**src/rtl/jitter_clk_gen.sv**
```systemverilog
// Multi-channel divided clock / enable generator with shared-LFSR jitter.
// Each channel counts down a reloadable half-period and flips its output at zero;
// start and stop are glitch-free because a high phase always runs to completion.
module jitter_clk_gen #(
  parameter int unsigned        N_CH   = 4,
  parameter int unsigned        CNT_W  = 8,
  parameter int unsigned        LFSR_W = 16,
  parameter logic [LFSR_W-1:0]  SEED   = 16'hACE1,
  parameter logic [LFSR_W-1:0]  TAPS   = 16'hB400
) (
  input  logic                  i_clk,
  input  logic                  i_rst_n,
  input  logic [N_CH-1:0]       i_ch_en,
  input  logic [N_CH*CNT_W-1:0] i_half_period,
  input  logic [CNT_W-1:0]      i_jitter_mask,
  input  logic                  i_seed_load,
  input  logic [LFSR_W-1:0]     i_seed,
  output logic [N_CH-1:0]       o_clk_out,
  output logic [N_CH-1:0]       o_toggle_pls,
  output logic [N_CH-1:0]       o_running
);

  localparam logic [1:0] StIdle = 2'd0;
  localparam logic [1:0] StRun  = 2'd1;
  localparam logic [1:0] StStop = 2'd2;

  logic [LFSR_W-1:0] r_lfsr;
  logic [LFSR_W-1:0] w_lfsr_shift;
  logic [LFSR_W-1:0] w_lfsr_nxt;

  // Galois right-shift step; a seed load overrides the shift, zero seed maps to SEED
  always_comb begin
    w_lfsr_shift = r_lfsr >> 1;
    if (r_lfsr[0]) w_lfsr_shift = w_lfsr_shift ^ TAPS;
    if (i_seed_load) begin
      w_lfsr_nxt = (i_seed == '0) ? SEED : i_seed;
    end else begin
      w_lfsr_nxt = w_lfsr_shift;
    end
  end

  // LFSR register, runs every cycle regardless of channel activity
  always_ff @(posedge i_clk or negedge i_rst_n) begin
    if (!i_rst_n) r_lfsr <= SEED;
    else          r_lfsr <= w_lfsr_nxt;
  end

  for (genvar i = 0; i < N_CH; i++) begin : g_ch
    localparam int unsigned ROT = (3 * i) % LFSR_W;

    logic [CNT_W-1:0] w_rnd;
    logic [CNT_W:0]   w_sum;
    logic [CNT_W-1:0] w_reload;
    logic [1:0]       r_state;
    logic [1:0]       w_state_nxt;
    logic [CNT_W-1:0] r_cnt;
    logic [CNT_W-1:0] w_cnt_nxt;
    logic             r_clk;
    logic             w_clk_nxt;
    logic             r_pls;
    logic             w_flip;

    // Low bits of the LFSR rotated left by 3*i: bit b comes from bit (b - ROT) mod LFSR_W
    for (genvar b = 0; b < CNT_W; b++) begin : g_rot
      assign w_rnd[b] = r_lfsr[(b + LFSR_W - ROT) % LFSR_W];
    end

    // Reload value: base half-period plus masked jitter, saturating at all-ones
    always_comb begin
      w_sum    = {1'b0, i_half_period[i*CNT_W +: CNT_W]} + {1'b0, w_rnd & i_jitter_mask};
      w_reload = w_sum[CNT_W] ? {CNT_W{1'b1}} : w_sum[CNT_W-1:0];
    end

    // Channel FSM: count down, flip at zero, finish any high phase before going idle
    always_comb begin
      w_state_nxt = r_state;
      w_cnt_nxt   = r_cnt;
      w_clk_nxt   = r_clk;
      w_flip      = 1'b0;
      case (r_state)
        StIdle: begin
          w_clk_nxt = 1'b0;
          w_cnt_nxt = '0;
          if (i_ch_en[i]) begin
            w_state_nxt = StRun;
            w_cnt_nxt   = w_reload;
          end
        end
        StRun: begin
          if (r_cnt == '0) begin
            w_flip    = 1'b1;
            w_clk_nxt = ~r_clk;
            w_cnt_nxt = w_reload;
            if (!i_ch_en[i]) begin
              // Falling flip ends the waveform; rising flip must complete its high phase
              if (r_clk) begin
                w_state_nxt = StIdle;
                w_cnt_nxt   = '0;
              end else begin
                w_state_nxt = StStop;
              end
            end
          end else begin
            w_cnt_nxt = r_cnt - CNT_W'(1);
            if (!i_ch_en[i]) begin
              if (r_clk) begin
                w_state_nxt = StStop;
              end else begin
                w_state_nxt = StIdle;
                w_cnt_nxt   = '0;
              end
            end
          end
        end
        StStop: begin
          if (r_cnt == '0) begin
            w_flip    = 1'b1;
            w_clk_nxt = 1'b0;
            if (i_ch_en[i]) begin
              w_state_nxt = StRun;
              w_cnt_nxt   = w_reload;
            end else begin
              w_state_nxt = StIdle;
              w_cnt_nxt   = '0;
            end
          end else begin
            w_cnt_nxt = r_cnt - CNT_W'(1);
            if (i_ch_en[i]) w_state_nxt = StRun;
          end
        end
        default: begin
          w_state_nxt = StIdle;
          w_cnt_nxt   = '0;
          w_clk_nxt   = 1'b0;
        end
      endcase
    end

    // Channel state registers; toggle pulse lags the flip by one cycle
    always_ff @(posedge i_clk or negedge i_rst_n) begin
      if (!i_rst_n) begin
        r_state <= StIdle;
        r_cnt   <= '0;
        r_clk   <= 1'b0;
        r_pls   <= 1'b0;
      end else begin
        r_state <= w_state_nxt;
        r_cnt   <= w_cnt_nxt;
        r_clk   <= w_clk_nxt;
        r_pls   <= w_flip;
      end
    end

    assign o_clk_out[i]    = r_clk;
    assign o_toggle_pls[i] = r_pls;
    assign o_running[i]    = (r_state != StIdle);
  end

endmodule
```
**config.mk**
```make
export PLATFORM = sky130hd
export DESIGN_NAME = jitter_clk_gen
export DESIGN_NICKNAME = d
export VERILOG_FILES = /design/src/rtl/jitter_clk_gen.sv
export SDC_FILE = /design/constraint.sdc
export NUM_CORES = 1
export LEC_CHECK = 0
export BUFFER_PORTS_ARGS = -buffer_cell sky130_fd_sc_hd__buf_2
export CORE_ASPECT_RATIO = 0.6
export CORE_MARGIN = 4
export CORE_UTILIZATION = 45
export DETAILED_ROUTE_END_ITERATION = 8
export GPL_TIMING_DRIVEN = 0
export HOLD_SLACK_MARGIN = 0.12
export PLACE_DENSITY_LB_ADDON = 0.08
export SKIP_LAST_GASP = 1
export SLEW_MARGIN = 5
export SYNTH_ARGS = -nofsm -noshare
export SYNTH_HDL_FRONTEND = slang
export SYNTH_SLANG_ARGS = --single-unit
```
**constraint.sdc**
```tcl
create_clock -name i_clk -period 5.6 [get_ports i_clk]
set_clock_uncertainty 0.15 [all_clocks]
set_input_delay 0.28 -clock i_clk [delete_from_list [all_inputs] [get_ports i_clk]]
set_output_delay 0.28 -clock i_clk [all_outputs]
set_load 0.02 [all_outputs]
```
# After elaboration in Yosys (flattened, before gate mapping)
# Cells that the tools add are included.
word_totals:
  reg_bits: 64
  input_bits: 63
  out_inout_bits: 12
  wordCells: 170
classes:
  addsub: 8
  eq_ne: 20
  muxes: 95
  bitwise: 9
  reduce_logical: 21
op_table:
  columns: ["op", "n"]
  rows:
  - ["$mux W8", 32]
  - ["$pmux W8 S3", 4]
  - ["$mux W2", 28]
  - ["$mux W16", 3]
  - ["$add A8 B8 Y9", 4]
  - ["$and A8 B8 Y8", 4]
  - ["$logic_not A8 Y1", 4]
  - ["$sub A8 B1 Y8 const B", 4]
  - ["$ne A2 B2 Y1 const B", 12]
  - ["$pmux W2 S3", 4]
  - ["$mux W1", 20]
  - ["$logic_not A16 Y1", 1]
  - ["$eq A2 B1 Y1 const B", 4]
  - ["$eq A2 B2 Y1 const B", 4]
  - ["$logic_not A2 Y1", 4]
  - ["$pmux W1 S2", 4]
  - ["$reduce_and A2 Y1", 4]
  - ["$reduce_bool A2 Y1", 4]
  - ["$reduce_or A2 Y1", 4]
  - ["$not A1 Y1", 4]
  - ["$not A3 Y4", 1]

# Longest topological paths before layout
# Gate-level depths: netlist of run 1.
logic_depth:
  word_depth: 7
  mapped_depth: 9
  mapped_depth_nobuf: 8

# Least setup slack after synthesis of run 1
# OpenSTA, ideal clock, no wires.
synth_timing:
  kind: "register -> register"
  from: "register r_lfsr[0]"
  to: "register g_ch[0].r_cnt[6]"
  setup_ns: 0.136
  arrival_ns: 2.306
  required_time_ns: 5.314
  setup_slack_ns: 3.008
  path_stages_with_launch: 10
  path_buffers: 1
  period_less_slack_ns: 2.592
  cell_sequence: "dfstp_2 clkbuf_1 and2_1 ha_1 fa_1 a211o_1 nand2_1 a31oi_1 o41ai_1 a21oi_1"
synth_between:
  elab_chain_len: 7
  elab_cells_between_ends: 9
  classes_between: "add/sub (1); mux (7); bitwise (1)"
synth_lines:
  columns: ["element", "line_no", "rtl"]
  rows:
  - ["start: declaration", "27", "logic [LFSR_W-1:0] r_lfsr;"]
  - ["start signal: assignment", "45", "else r_lfsr <= w_lfsr_nxt;"]
  - ["$and A8 B8 Y8 *", "70", "w_sum = {1'b0, i_half_period[i*CNT_W +: CNT_W]} + {1'b0, w_rnd & i_jitter_mask};"]
  - ["$add A8 B8 Y9 *", "70", null]
  - ["$mux W8 *", "71", "w_reload = w_sum[CNT_W] ? {CNT_W{1'b1}} : w_sum[CNT_W-1:0];"]
  - ["$mux W8", "96", "if (r_clk) begin"]
  - ["$mux W8", "94", "if (!i_ch_en[i]) begin"]
  - ["$mux W8", "90", "if (r_cnt == '0) begin"]
  - ["$pmux W8 S3 *", "80", "case (r_state)"]
  - ["via g_ch[0].w_cnt_nxt[6]", "57", "logic [CNT_W-1:0] w_cnt_nxt;"]
  - ["end signal: assignment", "148", "r_cnt <= w_cnt_nxt;"]
  - ["end: declaration", "56", "logic [CNT_W-1:0] r_cnt;"]
# Mark *: on every way through the listed nets, which the timed path passes. The rest lies on a longest branch.
# A chain may end at the register's enable or synchronous reset.

# Worst setup path in the final report of run 1
layout_timing:
  from: "register r_lfsr[0]"
  to: "register g_ch[0].r_cnt[5]"
# Same word-level chain as after synthesis.

==> results of run 1 <==
-- flip-flops by register name (all words and copies together) (netlist names) --
register      flops
g_ch.r_state      8
g_ch.r_pls        4
r_lfsr           16
g_ch.r_clk        4
g_ch.r_cnt       32
-- where the power goes --
part | switching (mW) | internal (mW) | total [mW]
sequential | 0.162 | 0.625 | 0.787
combinational | 0.907 | 0.695 | 1.60
clock | 0.212 | 0.308 | 0.520
-- per-layer routing --
layer | share of wire (%) | wire length, µm | vias up | GRT usage (%)
met5 | 0 | 0 | - | 0
met4 | 1.2 | 179 | 0 | 4.63
met3 | 7.0 | 1030 | 16 | 5.30
met2 | 39 | 5700 | 153 | 29.0
met1 | 53 | 7820 | 2437 | 33.4
li1 | - | - | 2569 | -
-- cell usage in the layout, fill, tap and decap left out, drive strengths merged, types with 5 or more instances in the layout --
cell / instances
a211o: 6
a211oi: 11
a21o: 14
a21oi: 63
a2bb2oi: 5
and2: 35
buf: 79
clkbuf: 24
dfrtp: 56
dfstp: 8
dlygate4sd3: 17
ha: 53
inv: 30
mux2: 13
nand2: 38
nand3: 8
nor2: 56
nor2b: 10
nor3: 16
nor3b: 5
nor4: 10
o21a: 11
o21ai: 36
o22a: 8
o22ai: 7
o31ai: 13
o32ai: 5
or2: 6
or3: 8
or4: 7
xnor2: 13
xor2: 14
-- worst max path at each step --
stage	from	end	slack [ps]	cells past startpoint
2_1_floorplan	r_lfsr[0]$_DFF_PN1_	g_ch[0].r_cnt[6]$_DFF_PN0_	3010	9
3_3_place_gp	r_lfsr[0]$_DFF_PN1_	g_ch[0].r_cnt[6]$_DFF_PN0_	2720	9
5_1_grt	r_lfsr[0]$_DFF_PN1_	g_ch[0].r_cnt[6]$_DFF_PN0_	2470	9
6_report	r_lfsr[0]$_DFF_PN1_	g_ch[0].r_cnt[5]$_DFF_PN0_	2620	9
3_5_place_dp	r_lfsr[0]$_DFF_PN1_	g_ch[0].r_cnt[6]$_DFF_PN0_	2680	9
4_1_cts	r_lfsr[0]$_DFF_PN1_	g_ch[0].r_cnt[6]$_DFF_PN0_	2670	9
-- worst reg2reg max path, stage by stage (launching register included) --
cell	delay, ps
dfstp_2	360
clkbuf_1	180
and2_1	200
ha_1	220
fa_1	460
a211o_1	330
nand2_1	130
a31oi_1	270
o31ai_1	430
a21oi_1	120
-- cell type report --
class / instances / area, µm²
Sequential cell: 64 / 1610
Buffer: 23 / 118
Timing Repair Buffer: 87 / 538
Clock inverter: 6 / 35.0
Multi-Input combinational cell: 526 / 3730
Inverter: 30 / 113
Fill cell: 1152 / 5470
Clock buffer: 10 / 239
Tap cell: 165 / 206
-- synthesized netlist by cell type (all sizes together) (14+ instances only) --
library cell / count / share of area (%)
a21oi: 63 / 5.8
dfrtp: 56 / 25
nor2: 56 / 4.1
ha: 53 / 12
nand2: 38 / 2.6
o21ai: 36 / 3.2
and2: 35 / 3.9
inv: 30 / 2.0
nor3: 16 / 1.4
a21o: 14 / 1.9
clkbuf: 14 / 0.94
xor2: 14 / 2.2
-- kinds of logic after synthesis --
kind of cell | share of synthesized area [%]
and+or+nand+nor | 22.1
AOI/OAI and AO/OA | 24.3
DFF | 28.9
adders and majority gates | 13.3
buffers and inverters | 4.13
xor gates and xnor gates | 4.24
muxes | 2.99
-- through the flow --
stage | cell area [µm²] | hold slack (ps) | cells | util, % | setup WS (ps)
2_1_floorplan | 5570 | -166 | 643 | - | 3010
3_3_place_gp | 6120 | 340 | 877 | 50.8 | 2720
3_5_place_dp | 6150 | 117 | 878 | 50.9 | 2680
4_1_cts | 6590 | 152 | 911 | 54.6 | 2670
5_1_grt | 6590 | 214 | 911 | 54.6 | 2470
6_report | 6590 | 166 | 911 | 54.6 | 2620
==> reports/results.tsv, run 1 <==
metric	value	unit
core_region_area	0.0121	mm²
wl	14.7	mm
drtIter0Drc	307	
ir_drop	211	µV
cts_buffer_depth	2	
antenna_cells	0	
power.total	2.91	mW
cts_tree	yes	
rsz0062_at_grt	false	
r2r_cells	9	
hold_end	g_ch[1].r_state[0]$_DFFE_PN0P_	
vias	5175	
synth-seq-cells	64	
cts_resized	0	
antenna_found_initial	0	
cts_hold_buf	17	
synth_edf_count	0	
synth_cell_types	71	
ioPinCount	75	
maxCapViolations	0	
r2r_start	r_lfsr[0]$_DFF_PN1_	
ys_warn_count	0	
async_reset_ff_share	100	%
rows	31	
avgRoutedWirePerCell	16.2	µm
cp.arrival	3020	ps
initial_core_util	46.2	%
cp_top_family	compound AO/OA/AOI/OAI gates	
fin_crit_sh	53.2	%
cp_slowest_cell	fa_1	
dr.pass1.iters	5	
htree_levels	3	
clock_sinks	64	
p_leak	3.04	nW
avgSynthCellArea	8.66	µm²
status	complete, no violations	
hold_depth	3	
antenna_left	0	
ys_seq_area_share	28.9	%
synthCells	643	
cts_root_buffer	clkbuf_16	
min_period	2980	ps
areaGrowthSynthToFinish	18.3	%
clk_pin_slew	60	ps
drc	0	
totalNegativeSetupSlack	0	ps
power_density	441	mW/mm²
die_w	152	µm
grt-ovfl-total	0	
syn_area	0.00557	mm²
cts_buffers	9	
die-area	0.0143	mm²
hold_viol	0	
drive_gt1_share	18.1	%
critPathMaxFanout	8	
max_stage_delay	460	ps
post-dp-hpwl	11.7	mm
fmax	335	MHz
syn-num-nets	763	
crit_chain	clkbuf_1 > and2_1 > ha_1 > fa_1 > a211o_1 > nand2_1 > a31oi_1 > o31ai_1 > a21oi_1	
worstPathRequired	5640	ps
reg2reg_slack	2620	ps
grt_pass1_wl	24.1	mm
via_per_inst	5.68	
cp-end-kind	flip-flop	
fin_nets	861	
finalMaxSlewViolations	0	
cp-start-kind	flip-flop	
clk_latency	330	ps
hold_start	i_ch_en[1]	
grtUsageTotal	21.4	%
first_global_vias	4747	
gp_congestion	0.864	
r2r_end	g_ch[0].r_cnt[5]$_DFF_PN0_	
setup_viol	0	
worst_pin_slew	791	ps
max_slew_margin	47.3	%
grt_max_degree	34	
critical_path_class	flip-flop to flip-flop	
port_buffers	69	
ys_dominant_reg_cell	dfrtp_1	
die_y	94.2	µm
crit_buf_inv	1	
cts_setup_buffers	0	
holdCritPathClass	input pin to flip-flop	
Note: power is estimated with default switching activity, not from simulation.
==> inputs of run 2 (changes only) <==
==> constraint.sdc (replaced) <==
create_clock -name i_clk -period 2.67 [get_ports i_clk]
set_clock_uncertainty 0.15 [all_clocks]
set_input_delay 0.1335 -clock i_clk [delete_from_list [all_inputs] [get_ports i_clk]]
set_output_delay 0.1335 -clock i_clk [all_outputs]
set_load 0.02 [all_outputs]
==> run 2 against run 1 <==
Net effect: critical path type unchanged; largest power group unchanged; combinational power up 110%; via count up 0.87%; critical path depth down 1; register-to-register slack worse by 2500 ps; worst setup slack worse by 2500 ps; non-clock buffer count up 7.
==> reports/results.tsv, run 2 (synthesized netlist as in run 1, its figures left out) <==
metric	value	unit
status	complete, no violations	
drive_gt1_share	19.7	%
reg2reg_slack	90	ps
largestRegisters	g_ch.r_cnt (32), r_lfsr (16), g_ch.r_state (8)	
clk_latency	330	ps
max_stage_delay	440	ps
cts_root_buffer	clkbuf_16	
multi_input_area	0.00382	mm²
clock_sinks	64	
critical_path_class	flip-flop to flip-flop	
finalMaxSlewViolations	0	
grt_pass1_wl	24.4	mm
dr.pass1.iters	5	
cp.arrival	2620	ps
initial_core_util	46.2	%
p_leak	3.08	nW
htree_levels	3	
fmax	388	MHz
maxCapViolations	0	
regMostFlops	g_ch.r_cnt	
antenna_left	0	
cts_buffer_depth	2	
holdCritPathClass	input pin to asynchronous set/reset pin	
wl	15.0	mm
core_region_area	0.0121	mm²
drc	0	
stdcell_count	918	
cts_buffers	9	
areaGrowthSynthToFinish	21.2	%
fin_nets	868	
totalNegativeSetupSlack	0	ps
cp_slowest_cell	fa_1	
clk_pin_slew	60	ps
min_period	2580	ps
seq_power_share	26.8	%
power.share.switching	44.1	%
setup_viol	0	
gp_congestion	0.864	
final_util	56.0	%
power.total	6.17	mW
post-dp-hpwl	11.7	mm
hold_viol	0	
die_y	94.2	µm
max_slew_margin	61.4	%
ioPinCount	75	
final_cell_mix	buf_2 (69), a21oi_1 (61), dfrtp_1 (56)	
seqCellArea	0.00161	mm²
ir_drop	455	µV
grt-ovfl-total	0	
grt_max_degree	34	
power_density	913	mW/mm²
via_per_inst	5.69	
final_common_cell	buf_2	
finalHoldWorstSlack	144	ps
worstPathRequired	2710	ps
p_int	3.45	mW
antenna_cells	0	
first_global_vias	4806	
avgRoutedWirePerCell	16.3	µm
vias	5220	
drtIter0Drc	286	
fillers	1136	
rsz0062_at_grt	true	
place_inst	878	
switchingPower	2.72	mW
worst_pin_slew	575	ps
critPathMaxFanout	7	
die_w	152	µm
grtUsageTotal	21.6	%
cp-start-kind	flip-flop	
fin_crit_sh	96.5	%
cp-end-kind	flip-flop	
pwr-share-clk	17.8	%
rows	31	
largest_register_ffs	32	
cts_tree	yes	
die-area	0.0143	mm²
port_buffers	69	
crit_chain	and2_1 > ha_1 > fa_1 > a211o_1 > nand2_1 > a31oi_4 > nor4_1 > o32ai_1	
antenna_found_initial	0	
combPwrFrac	55.4	%
[run 2: final timing paths]
| check | startpoint | end | depth (start not counted) |
|---|---|---|---|
| max | r_lfsr[10]$_DFF_PN1_ | g_ch[2].r_cnt[7]$_DFF_PN0_ | 8 |
| min | i_rst_n | g_ch[1].r_cnt[0]$_DFF_PN0_ | 2 |
| max reg2reg | r_lfsr[10]$_DFF_PN1_ | g_ch[2].r_cnt[7]$_DFF_PN0_ | 8 |
| min reg2reg | r_lfsr[8]$_DFF_PN0_ | r_lfsr[7]$_DFF_PN1_ | 1 |
| max in group asynchronous | i_rst_n | r_lfsr[15]$_DFF_PN1_ | 3 |
| min in group i_clk | i_half_period[16] | g_ch[2].r_cnt[0]$_DFF_PN0_ | 4 |
[run 2: power groups by stage]
stage | combinational, mW | clock [mW] | sequential, mW
after floorplan | 2.61 | 0 | 1.57
after global placement | 3.24 | 0 | 1.64
after detailed placement | 3.30 | 0 | 1.66
after CTS | 3.37 | 1.13 | 1.65
after global routing | 3.82 | 1.18 | 1.71
final | 3.42 | 1.10 | 1.65
[run 2: worst max-delay path, delay by kind of cell (launching register included)]
| kind | cells | cell delay, ps |
|---|---|---|
| adder cells (fa/ha/maj) | 2 | 650 |
| AND/OR/NAND/NOR | 3 | 630 |
| AO/OA/AOI/OAI | 3 | 630 |
| flip-flops | 1 | 380 |
[run 2: per-layer routing]
metal / up-vias / GRT usage (%) / share of wire [%]
li1: 2587 / - / -
met1: 2461 / 33.8 / 53
met2: 160 / 29.5 / 39
met3: 12 / 5.30 / 6.6
met4: 0 / 4.63 / 1.0
met5: - / 0 / 0
[run 2: repair_timing]
item / in CTS / in global routing
endpoints found under the hold margin: 82 / 0
pin swaps: 1 / 7
endpoints found under the setup margin: 11 / 3
hold buffers: 23 / 0
buffers inserted: 0 / 2
resized for setup: 9 / 6
[run 2: through the flow]
step	setup slack, ps	cell area [µm²]
after floorplan	78.0	5570
after global placement	-211	6120
after detailed placement	-248	6150
after CTS	46.3	6700
after global routing	-7.93	6750
final	94.4	6750
[run 2: final cells by class]
cell class / instances / share of cell area (%)
plain buffers: 22 / 1.69
clock buffers: 10 / 3.54
clock inverters: 6 / 0.519
inverters: 30 / 1.67
multi-input cells: 526 / 56.6
flip-flops and latches: 64 / 23.9
well taps: 165 / 3.06
repair buffers: 95 / 9.08
==> inputs of run 3 (changes only) <==
==> constraint.sdc (replaced) <==
create_clock -name i_clk -period 2.67 [get_ports i_clk]
set_clock_uncertainty 0.15 [all_clocks]
set_input_delay 0.534 -clock i_clk [delete_from_list [all_inputs] [get_ports i_clk]]
set_output_delay 0.534 -clock i_clk [all_outputs]
set_load 0.02 [all_outputs]
==> run 3 against run 2 <==
Net effect: wire length decreased by 1.7%; via count is 1.7% lower; sequential power about the same; register-to-register slack is essentially flat; critical path depth unchanged; die area stayed put; combinational power about the same; core utilization fell by 1.8 points; global-route usage shrank 0.41 points; flip-flop and latch count unchanged; final cell count shrank 2.4%; critical path type unchanged; highest routed layer unchanged.
==> reports/results.tsv, run 3 (synthesized netlist as in run 1, its figures left out) <==
metric	value	unit
status	complete, no violations	
power_density	939	mW/mm²
rows	31	
drtIter0Drc	284	
grtUsageTotal	21.2	%
die_w	152	µm
gp_congestion	0.864	
antenna_found_initial	0	
cts_root_buffer	clkbuf_16	
crit_chain	and2_1 > ha_1 > fa_1 > a211o_1 > nand2_1 > a31oi_4 > nor4_1 > o32ai_1	
finalMaxSlewViolations	0	
htree_levels	3	
grt-ovfl-total	0	
drive_gt1_share	20.2	%
largest_register_ffs	32	
fmax	388	MHz
drc	0	
port_buffers	69	
fillers	1154	
fin_crit_sh	96.6	%
grt_max_degree	34	
ioPinCount	75	
cts_buffers	9	
worstPathRequired	2710	ps
fin_nets	846	
areaGrowthSynthToFinish	17.2	%
die-area	0.0143	mm²
clk_pin_slew	60	ps
setup_viol	0	
core_region_area	0.0121	mm²
p_leak	2.99	nW
clock_sinks	64	
seqCellArea	0.00161	mm²
wl	14.7	mm
die_y	94.2	µm
antenna_cells	0	
holdCritPathClass	input pin to flip-flop	
timing.final.ws_setup	89.6	ps
max_slew_margin	61.1	%
maxCapViolations	0	
pre_cts_ws	-437	ps
via_per_inst	5.73	
critical_path_class	flip-flop to flip-flop	
antenna_left	0	
ir_drop	448	µV
cp.arrival	2620	ps
clk_latency	330	ps
cp_slowest_cell	fa_1	
dr.pass1.iters	5	
vias	5130	
min_period	2580	ps
power.total	6.13	mW
worst_pin_slew	580	ps
cts_buffer_depth	2	
cts_tree	yes	
hold_viol	0	
cp-end-kind	flip-flop	
largestRegisters	g_ch.r_cnt (32), r_lfsr (16), g_ch.r_state (8)	
initial_core_util	46.2	%
final_common_cell	buf_2	
critPathMaxFanout	7	
final_cell_mix	buf_2 (69), a21oi_1 (61), dfrtp_1 (56)	
post-dp-hpwl	11.7	mm
rsz0062_at_grt	true	
first_global_vias	4714	
cp-start-kind	flip-flop	
regMostFlops	g_ch.r_cnt	
grt_pass1_wl	23.9	mm
avgRoutedWirePerCell	16.4	µm
max_stage_delay	440	ps
multi_input_area	0.00382	mm²
## run 3: cell count changes in the layout (fill, tap and decap cells not counted)
cell,delta
dlygate4sd3_1,-22
## run 3: final cells by class
class / instances / share of cell area [%]
Inverter: 30 / 1.72
Timing Repair Buffer: 73 / 6.01
Tap cell: 165 / 3.16
Multi-Input combinational cell: 526 / 58.5
Sequential cell: 64 / 24.7
Buffer: 22 / 1.74
Clock buffer: 10 / 3.66
Clock inverter: 6 / 0.536
## run 3: critical path: cells and delay by family, from the launching register on
kind	cells	cell delay, ps
flops	1	380
simple gates	3	630
compound gates	3	630
fa+ha+maj	2	650
## run 3: metrics by stage
stage / setup TNS [ps] / hold slack [ps] / instance area, µm² / utilization [%] / std cells
finish: 0 / 291 / 6530 / 54.2 / 896
global route: -7.93 / 279 / 6530 / 54.2 / 896
CTS: 0 / 269 / 6480 / 53.7 / 894
detailed placement: -4680 / 357 / 6150 / 50.9 / 878
global placement: -3910 / 340 / 6120 / 50.8 / 877
floorplan: 0 / 88.4 / 5570 / - / 643
## run 3: power breakdown
group / leakage, nW / internal (mW) / switching [mW]
clock: 0.134 / 0.646 / 0.448
combinational: 2.06 / 1.47 / 1.92
sequential: 0.803 / 1.31 / 0.343
total: 2.99 / 3.42 / 2.71
## run 3: repair_timing
action,4_1_cts,5_1_grt
setup buffers,0,2
resized for setup,9,6
pin swaps,1,7
setup endpoints to repair,11,3
hold buffers,1,0
hold endpoints to repair,31,0
## run 3: layer usage
metal	share of wire (%)	routed length, µm	vias up	global-route usage (%)
met5	0	0	-	0
met4	1.1	155	0	4.63
met3	6.4	945	12	5.21
met2	38	5660	151	28.1
met1	54	7970	2423	33.7
li1	-	-	2544	-
## run 3: path summary, 6_finish.rpt
| kind | cells after the start | startpoint | slack (ps) | to |
|---|---|---|---|---|
| max in group asynchronous | 3 | i_rst_n | 1210 | r_lfsr[15]$_DFF_PN1_ |
| hold / removal | 2 | i_seed[6] | 290 | r_lfsr[6]$_DFF_PN1_ |
| setup / recovery | 8 | r_lfsr[10]$_DFF_PN1_ | 90 | g_ch[2].r_cnt[7]$_DFF_PN0_ |
| hold reg to reg | 1 | r_lfsr[8]$_DFF_PN0_ | 370 | r_lfsr[7]$_DFF_PN1_ |
| setup reg to reg | 8 | r_lfsr[10]$_DFF_PN1_ | 90 | g_ch[2].r_cnt[7]$_DFF_PN0_ |
| min in group asynchronous | 2 | i_rst_n | 550 | g_ch[1].r_cnt[0]$_DFF_PN0_ |
